$ cat src/rtl/l2cache_control.sv
// Sequencing controller for the 4-way, 8-set L2 cache datapath: tag check,
// LRU update, write-hit merge, dirty victim writeback, line allocate and replay.
module l2cache_control #(
  parameter int CNT_WIDTH = 16
) (
  input  logic                 clk,
  input  logic                 rst_n,
  input  logic                 l2_mem_read,
  input  logic                 l2_mem_write,
  input  logic                 hit,
  input  logic [3:0]           way_hit,
  input  logic [1:0]           pseudolru_out,
  input  logic                 dirtymux_out,
  input  logic                 pmem_resp,
  output logic                 l2_mem_resp,
  output logic [3:0]           data_write,
  output logic [3:0]           tag_write,
  output logic [3:0]           valid_write,
  output logic [3:0]           dirty_write,
  output logic [3:0]           dirty_in,
  output logic                 pseudolru_write,
  output logic                 rwmux_sel,
  output logic                 pmemmux_sel,
  output logic                 pmem_read,
  output logic                 pmem_write,
  output logic [CNT_WIDTH-1:0] hit_count,
  output logic [CNT_WIDTH-1:0] miss_count
);

  // state     | meaning
  // IDLE      | waiting for an L1-side request
  // CHECK     | tag lookup; completes on hit, picks victim on miss
  // WRITEBACK | dirty victim line written to pmem
  // ALLOCATE  | line fetched from pmem and filled into victim way
  typedef enum logic [1:0] {
    IDLE      = 2'd0,
    CHECK     = 2'd1,
    WRITEBACK = 2'd2,
    ALLOCATE  = 2'd3
  } state_t;

  localparam logic [CNT_WIDTH-1:0] CNT_MAX = {CNT_WIDTH{1'b1}};

  state_t     state, state_nxt;
  logic [1:0] victim, victim_nxt;
  logic       replay, replay_nxt;
  logic       hit_inc, miss_inc;
  logic       req, is_write;
  logic [3:0] victim_onehot;

  assign req           = l2_mem_read | l2_mem_write;
  // Simultaneous read and write is serviced as a write.
  assign is_write      = l2_mem_write;
  assign victim_onehot = 4'b0001 << victim;

  always_ff @(posedge clk or negedge rst_n) begin
    if (!rst_n) begin
      state  <= IDLE;
      victim <= 2'd0;
      replay <= 1'b0;
    end else begin
      state  <= state_nxt;
      victim <= victim_nxt;
      replay <= replay_nxt;
    end
  end

  always_ff @(posedge clk or negedge rst_n) begin
    if (!rst_n) begin
      hit_count  <= '0;
      miss_count <= '0;
    end else begin
      if (hit_inc && (hit_count != CNT_MAX))
        hit_count <= hit_count + 1'b1;
      if (miss_inc && (miss_count != CNT_MAX))
        miss_count <= miss_count + 1'b1;
    end
  end

  always_comb begin
    state_nxt       = state;
    victim_nxt      = victim;
    replay_nxt      = replay;
    hit_inc         = 1'b0;
    miss_inc        = 1'b0;
    l2_mem_resp     = 1'b0;
    data_write      = 4'b0000;
    tag_write       = 4'b0000;
    valid_write     = 4'b0000;
    dirty_write     = 4'b0000;
    dirty_in        = 4'b0000;
    pseudolru_write = 1'b0;
    rwmux_sel       = 1'b0;
    pmemmux_sel     = 1'b0;
    pmem_read       = 1'b0;
    pmem_write      = 1'b0;

    case (state)
      IDLE: begin
        if (req) begin
          state_nxt  = CHECK;
          replay_nxt = 1'b0;
        end
      end

      CHECK: begin
        if (!req) begin
          // Requester abandoned the access; quietly go back to idle.
          state_nxt = IDLE;
        end else if (hit) begin
          l2_mem_resp     = 1'b1;
          pseudolru_write = 1'b1;
          if (is_write) begin
            data_write  = way_hit;
            dirty_write = way_hit;
            dirty_in    = way_hit;
            rwmux_sel   = 1'b1;
          end
          hit_inc   = ~replay;
          state_nxt = IDLE;
        end else begin
          victim_nxt = pseudolru_out;
          miss_inc   = 1'b1;
          state_nxt  = dirtymux_out ? WRITEBACK : ALLOCATE;
        end
      end

      WRITEBACK: begin
        pmemmux_sel = 1'b1;
        pmem_write  = 1'b1;
        if (pmem_resp)
          state_nxt = ALLOCATE;
      end

      ALLOCATE: begin
        pmem_read = 1'b1;
        if (pmem_resp) begin
          data_write  = victim_onehot;
          tag_write   = victim_onehot;
          valid_write = victim_onehot;
          dirty_write = victim_onehot;
          state_nxt   = CHECK;
          replay_nxt  = 1'b1;
        end
      end

      default: state_nxt = IDLE;
    endcase
  end

endmodule

$ cat config.mk
export PLATFORM = sky130hd
export DESIGN_NAME = l2cache_control
export DESIGN_NICKNAME = d
export VERILOG_FILES = /design/src/rtl/l2cache_control.sv
export SDC_FILE = /design/constraint.sdc
export NUM_CORES = 1
export LEC_CHECK = 0
export ABC_AREA = 1
export CAP_MARGIN = 25
export CORE_AREA = 10 10 76 91
export CTS_CLUSTER_SIZE = 10
export DETAILED_ROUTE_END_ITERATION = 10
export DIE_AREA = 0 0 86 101
export PLACE_DENSITY = 0.94
export SYNTH_ARGS = -nofsm -noshare
export SYNTH_HDL_FRONTEND = slang
export SYNTH_SLANG_ARGS = --single-unit
$ cat constraint.sdc
create_clock -name clk -period 3.97 [get_ports clk]
set_input_delay 0.397 -clock clk [delete_from_list [all_inputs] [get_ports clk]]
set_output_delay 0.397 -clock clk [all_outputs]
set_load 0.01 [all_outputs]
# [Word-level counts from Yosys, hierarchy flattened]
# Cells that the tools add are included.
# Widths: inputs -> output; s select.
[totals] ff_bits=37 inputBits=13 wordCells=58
[classes] reduce_logical=7 n_eq_ne=8 n_addsub=2 bitwise=3 mux=32 n_shift=1
[ops] op="$add 16x1->16 const B" count=2
[ops] op="$ne 16x16->1 const B" count=2
[ops] op="$mux 4" count=6
[ops] op="$mux 1" count=18
[ops] op="$mux 2" count=5
[ops] op="$reduce_and 3->1" count=3
[ops] op="$pmux 2 s4" count=1
[ops] op="$pmux 4 s2" count=1
[ops] op="$ne 2x2->1 const B" count=3
[ops] op="$eq 2x2->1 const B" count=2
[ops] op="$shl 1x2->4 const A" count=1
[ops] op="$eq 2x1->1 const B" count=1
[ops] op="$logic_and 1x1->1" count=2
[ops] op="$logic_not 2->1" count=1
[ops] op="$not 1->1" count=2
[ops] op="$pmux 1 s2" count=1
[ops] op="$reduce_bool 2->1" count=1
[ops] op="$or 1x1->1" count=1

# [Longest topological paths before layout]
# Gate-level depths: netlist of run 1.
[depth] word_depth=5 mapped_depth=10 ltp_nobuf=9

# [Worst setup path before layout of run 1]
# Ideal clock, no wire load.
[synth_timing] kind="flip-flop to output port" start="reg state[1]" end="out dirty_write[0]" arrival_ns=1.489 stages_incl_launch_ff=8 required_time_ns=3.573 setup_slack_ns=2.084 n_path_buf=1 cell_sequence="dfrtp_1 -> inv_1 -> ha_1 -> nand2_1 -> nor2_1 -> inv_1 -> o22ai_1 -> buf_4"
[synth_between] elab_chain_len=2 word_cells_on_any_way=3 cone_classes="2 x eq/ne; 1 x mux"
[synth_rtl] element="from (decl)" line="44" text="state_t state, state_nxt;"
[synth_rtl] element="from (signal assigned)" line="62" text="state <= state_nxt;"
[synth_rtl] element="$eq 2x2->1 / $eq 2x1->1 (equally long branches)"
[synth_rtl] element="$pmux 4 s2 (*)"
[synth_rtl] element="to (decl)" line="19" text="output logic [3:0] dirty_write,"
# Mark *: on every way between the ends. The rest lies on a longest branch, timed or not.

# [Final worst setup path of run 1]
[layout_timing] start="reg state[1]" end="out dirty_write[1]"
[layout_between] elab_chain_len=2 word_cells_on_any_way=3 cone_classes="2 x eq/ne; 1 x mux"
[layout_rtl] element="$eq 2x2->1 / $eq 2x1->1 (equally long branches)" line="98" text="case (state)"
[layout_rtl] element="$pmux 4 s2 (*)" line="98"
# Marks and branches as above.

==> flow_summary_export.csv, run 1 <==
group,metric,value,unit
run_status,result_of_the_run,"finished clean",
timing,timing.slew.headroom,44.4,%
yosys,synth.top_cell.area_share,34.7,%
timing,holdWs,0.198,ns
clock_tree,clk_latency,0.29,ns
floorplan,die-area,8690,um^2
yosys,syn_std_cell_area,2670,um^2
timing,timing.final.crit_share,64.5,%
global_routing,grt_first_pass_wirelength,12.3,mm
flow_run,maxCapViolCount,0,
pwr,power.density,410,nW/um^2
yosys,synth_sequential_area_ratio,34.7,%
critical_path,rrSetupSlack,2.19,ns
clock_tree,number_of_buffers_inserted_during_clock_tree_synthesis,5,
worst_hold_path,hp-class,"in2async",
placement,placement.cell_area,3330,um^2
final_layout,final_common_cell,"nand2_1",
final_layout,final_area,3440,um^2
clock_tree,cts.repair.resized,0,
clock_tree,cts.htree.levels,2,
pwr,static_leakage,1.56,nW
timing,timing.final.hold_violations,0,
critical_path,critical_path_peak_fanout,8,
routing,drcViolationCount,0,
placement,total_of_buffers_placed_on_input_and_output_ports,70,
timing,timing.clock.skew,0.00278,ns
global_routing,met3_usage,5.34,%
floorplan,fp.dieH,101,um
clock_tree,cts_tree,"done",
timing,timing.final.setup_violations,0,
global_routing,gr-usage-met1,17.5,%
floorplan,boundary_pins,71,
clock_tree,number_of_buffers_inserted_to_repair_setup_after_cts,0,
critical_path,worst_ep_arrival_time,2.16,ns
routing,detailedRoute.firstPassIterationCount,4,
yosys,synth.top_cells.by_area,"dfrtp_1 35%, nand2_1 23%, nor2_1 6.5%, inv_1 6.3%, nand3_1 4.7%",
yosys,synth_cell_types,25,
yosys,synth.ff_latch_count,37,
clock_tree,cts.reportedPaths.clkPinSlew,0.07,ns
clock_tree,clk_path_buf_depth,2,
floorplan,core-area,5190,um^2
final_layout,flow.area_growth_from_synthesis,29.1,%
yosys,synthesis.area_per_instance,6.70,um^2
yosys,syn-num-nets,417,
floorplan,initial_core_util,51.4,%
clock_tree,post_cts_hold_buffer_count,0,
final_layout,antenna_cell_count,0,
global_routing,grtUsageMet2,31.7,%
timing,timing.setup.tns,0,ns
critical_path,critical_path.startpoint_type,"register",
timing,final-max-slew-violation-count,0,
global_routing,antenna_found_initial,0,
yosys,synth-warning-count,0,
routing,via_per_inst,5.12,
routing,drtAntennaViolNets,0,
clock_tree,cts.root.buffer_cell,"clkbuf_8",
critical_path,worstSetupEndpointType,"output port",
routing,wl_per_cell,14.0,um
final_layout,final_std_cells_w_o_fill,525,
final_layout,layout.nets,481,
yosys,synth_top_area_cell,"dfrtp_1",
final_layout,most-common-layout-cells,"162 x nand2_1, 69 x clkdlybuf4s50_1, 46 x nor2_1",
global_routing,grt-ovfl-total,0,
global_routing,track_usage,17.0,%
critical_path,timing.setup.critical_path_class,"reg2out",
placement,place_inst,517,
floorplan,chipWidth,86,um
timing,tightestPinTransition,0.833,ns
timing,fmax,0.391,GHz
pwr,total_power,1.41,mW
placement,gp_routability_congestion,0.941,
global_routing,grt_pass1_vias,2691,
timing,rsz_0062_raised_after_global_routing,"no",
routing,vias,2687,
global_routing,grt_start_max_net_pins,38,
pwr,irDropWorstVdd,0.000362,V
clock_tree,cts.sinks,37,
placement,dp_hpwl,5.71,mm
critical_path,timing.critical_path.required,3.57,ns
final_layout,final_layout_size_suffix_gt1_share,6.70,%
timing,min_period,2.56,ns
global_routing,gr-max-usage-layer,"met2",
floorplan,row_cnt,29,
yosys,syn_inst,398,
routing,drt_iter0_markers,184,
routing,routed_wirelength,7.33,mm
==> kinds of logic after synthesis <==
kind of cell / count (synthesis) / synth area share [%]
adders and majority gates: 6 / 2.82
buffers and inverters: 60 / 10.8
AOI/OAI and AO/OA: 18 / 4.22
xor gates and xnor gates: 8 / 2.63
and+or+nand+nor: 269 / 44.8
DFF: 37 / 34.7
==> final timing paths <==
check                                     startpoint                        end  depth (start not counted)
min in group clk           hit_count[15]$_DFFE_PN0P_  hit_count[15]$_DFFE_PN0P_                          2
hold reg to reg            hit_count[15]$_DFFE_PN0P_  hit_count[15]$_DFFE_PN0P_                          2
max in group asynchronous                      rst_n  hit_count[12]$_DFFE_PN0P_                          1
hold / removal                                 rst_n  hit_count[14]$_DFFE_PN0P_                          1
setup reg to reg                state[1]$_DFFE_PN0P_   hit_count[8]$_DFFE_PN0P_                          8
setup / recovery                state[1]$_DFFE_PN0P_             dirty_write[1]                          7
==> layer usage <==
layer  up-vias  wire length (um)
li1       1351                 -
met1      1246              2800
met2        79              3900
met3        11               511
met4         0               120
met5         -                 0
==> cell type report <==
cell class / count / area (um^2)
Clock inverter: 1 / 30.0
Multi-Input combinational cell: 301 / 1450
Clock buffer: 7 / 86.3
Tap cell: 62 / 77.6
Inverter: 47 / 176
Sequential cell: 37 / 926
Fill cell: 452 / 1750
Timing Repair Buffer: 70 / 696
==> cells in the mapped netlist (all sizes together) <==
cell type    n
o21bai       2
nand4       13
o22ai        5
nand3b       3
nand3       25
xnor2        1
nor2        61
inv         47
xor2         7
a21oi        2
nand2      167
buf         13
dfrtp       37
ha           6
o21ai        9
==> power breakdown <==
group	switching (mW)	total, mW	internal (mW)
combinational	0.290	0.531	0.242
clock	0.139	0.343	0.205
sequential	0.0935	0.537	0.443
==> per-stage QoR <==
stage / setup WS [ns] / utilization [%]
6_report: 1.41 / 66.4
5_1_grt: 1.25 / 66.4
4_1_cts: 1.40 / 66.4
3_5_place_dp: 1.52 / 64.1
3_3_place_gp: 1.53 / 64.1
2_1_floorplan: 2.08 / -
==> critical path: stages, from the launching register on <==
cell and delay, ns:
dfrtp_1 0.41, inv_1 0.11, ha_1 0.18, nand2_1 0.09
nor2_1 0.13, inv_1 0.14, o22ai_1 0.21, clkdlybuf4s50_1 0.59
==> registers in the layout, indices dropped and copies added, names as in the netlist <==
register,count
replay,1
hit_count,16
victim,2
state,2
miss_count,16
(Power assumes the default switching activity.)
==> inputs of run 2 (changes only) <==
--- a/config.mk
+++ b/config.mk
@@ -7,11 +7,11 @@
 export LEC_CHECK = 0
 export ABC_AREA = 1
 export CAP_MARGIN = 25
-export CORE_AREA = 10 10 76 91
+export CORE_AREA = 10 10 79 94
 export CTS_CLUSTER_SIZE = 10
 export DETAILED_ROUTE_END_ITERATION = 10
-export DIE_AREA = 0 0 86 101
-export PLACE_DENSITY = 0.94
+export DIE_AREA = 0 0 89 104
+export PLACE_DENSITY = 0.88
 export SYNTH_ARGS = -nofsm -noshare
 export SYNTH_HDL_FRONTEND = slang
 export SYNTH_SLANG_ARGS = --single-unit
==> constraint.sdc (replaced) <==
create_clock -name clk -period 2.5 [get_ports clk]
set_input_delay 0.25 -clock clk [delete_from_list [all_inputs] [get_ports clk]]
set_output_delay 0.25 -clock clk [all_outputs]
set_load 0.01 [all_outputs]
==> flow_summary_export.csv, run 2 (synthesized netlist as in run 1, its figures left out) <==
group,metric,value,unit
final_layout,flow.area_growth_from_synthesis,28.3,%
pwr,power.density,622,nW/um^2
clock_tree,cts.sinks,37,
routing,drcViolationCount,0,
clock_tree,cts_tree,"done",
final_layout,antenna_cell_count,0,
critical_path,timing.critical_path.required,2.25,ns
clock_tree,number_of_buffers_inserted_during_clock_tree_synthesis,5,
final_layout,final_area,3420,um^2
timing,timing.clock.skew,0.00352,ns
final_layout,final_layout_size_suffix_gt1_share,6.71,%
placement,dp_hpwl,5.75,mm
timing,timing.setup.tns,0,ns
routing,drtAntennaViolNets,0,
routing,drt_iter0_markers,185,
clock_tree,cts.root.buffer_cell,"clkbuf_8",
clock_tree,clk_latency,0.29,ns
pwr,static_leakage,1.54,nW
global_routing,grt_start_max_net_pins,38,
critical_path,critical_path_peak_fanout,8,
timing,final-max-slew-violation-count,0,
run_status,result_of_the_run,"finished clean",
placement,placement.cell_area,3330,um^2
timing,fmax,0.415,GHz
routing,via_per_inst,5.18,
final_layout,layout.nets,481,
floorplan,boundary_pins,71,
critical_path,timing.setup.critical_path_class,"reg2out",
global_routing,grt-ovfl-total,0,
placement,gp_routability_congestion,0.913,
clock_tree,cts.htree.levels,2,
timing,holdWs,0.0702,ns
routing,detailedRoute.firstPassIterationCount,5,
timing,timing.final.hold_violations,0,
timing,timing.slew.headroom,42.3,%
pwr,total_power,2.13,mW
final_layout,largest_registers,"hit_count (16), miss_count (16)",
floorplan,row_cnt,30,
clock_tree,cts.reportedPaths.clkPinSlew,0.07,ns
timing,tightestPinTransition,0.865,ns
critical_path,worst_ep_arrival_time,2.16,ns
placement,setup_ws_pre_cts,0.317,ns
timing,rsz_0062_raised_after_global_routing,"yes",
critical_path,critical_path.startpoint_type,"register",
global_routing,grt_first_pass_wirelength,12.5,mm
placement,total_of_buffers_placed_on_input_and_output_ports,70,
floorplan,core-area,5590,um^2
critical_path,worstSetupEndpointType,"output port",
floorplan,chipWidth,89,um
floorplan,die-area,9260,um^2
critical_path,worstReg2RegStart,"state[1]$_DFFE_PN0P_",
final_layout,final_common_cell,"nand2_1",
critical_path,worstSetupStartpoint,"state[1]$_DFFE_PN0P_",
timing,timing.final.crit_share,96.3,%
routing,routed_wirelength,7.41,mm
clock_tree,clk_path_buf_depth,2,
global_routing,track_usage,16.4,%
final_layout,most-common-layout-cells,"162 x nand2_1, 69 x clkdlybuf4s50_1, 46 x nor2_1",
routing,wl_per_cell,14.1,um
global_routing,antenna_found_initial,0,
pwr,irDropWorstVdd,0.000486,V
floorplan,initial_core_util,47.7,%
floorplan,fp.dieH,104,um
timing,min_period,2.41,ns
timing,timing.final.ws_setup,0.0926,ns
worst_hold_path,hp-class,"in2async",
global_routing,grt_pass1_vias,2746,
timing,timing.final.setup_violations,0,
flow_run,maxCapViolCount,0,
clock_tree,number_of_buffers_inserted_to_repair_setup_after_cts,0,
routing,vias,2725,
[run 2: metrics by stage]
step                util, %  std cells
detailed placement     59.5        519
finish                 61.2        526
CTS                    61.1        526
global route           61.2        526
global placement       59.5        519
floorplan                 -        398
[run 2: final cells by class]
type                       instances  area, um^2
multi-input combinational        301        1460
inverter                          47         176
clock buffer                       7        86.3
tap                               64        80.1
fill                             508        2170
sequential                        37         926
timing repair buffer              70         696
[run 2: critical path, stage by stage (launching register included)]
cell	delay, ns
dfrtp_1	0.40
inv_1	0.11
ha_1	0.17
nand2_1	0.09
nor2_1	0.13
inv_1	0.14
o22ai_1	0.22
clkdlybuf4s50_1	0.60
[run 2: what timing repair did]
action | in CTS | in global routing
setup endpoints to repair | 0 | 6
gates resized for setup | 0 | 1
hold buffers | 0 | 0
[run 2: power by group]
part	internal, mW	total (mW)	switching (mW)
Clock	0.219	0.428	0.209
Combinational	0.384	0.848	0.464
Sequential	0.704	0.852	0.147
[run 2: path summary, 6_finish.rpt]
path | endpoint | slack, ns | cells after the start
setup / recovery | data_write[0] | 0.09 | 7
hold / removal | hit_count[14]$_DFFE_PN0P_ | 0.07 | 1
setup reg to reg | hit_count[12]$_DFFE_PN0P_ | 0.75 | 9
hold reg to reg | miss_count[15]$_DFFE_PN0P_ | 0.53 | 2
max in group asynchronous | hit_count[15]$_DFFE_PN0P_ | 1.89 | 1
min in group clk | victim[1]$_DFFE_PN0P_ | 0.53 | 3
[run 2: per-layer routing]
metal,routed length [um],track usage (%)
met2,4010,30.9
met5,0,0
met4,58,3.53
met1,2880,17.4
met3,465,4.15
==> inputs of run 3 (changes only) <==
--- a/config.mk
+++ b/config.mk
@@ -12,6 +12,7 @@
 export DETAILED_ROUTE_END_ITERATION = 10
 export DIE_AREA = 0 0 89 104
 export PLACE_DENSITY = 0.88
+export SKIP_LAST_GASP = 1
 export SYNTH_ARGS = -nofsm -noshare
 export SYNTH_HDL_FRONTEND = slang
 export SYNTH_SLANG_ARGS = --single-unit
==> results of run 3 <==
No change in the layout: final DEF, timing and power equal those of run 2.
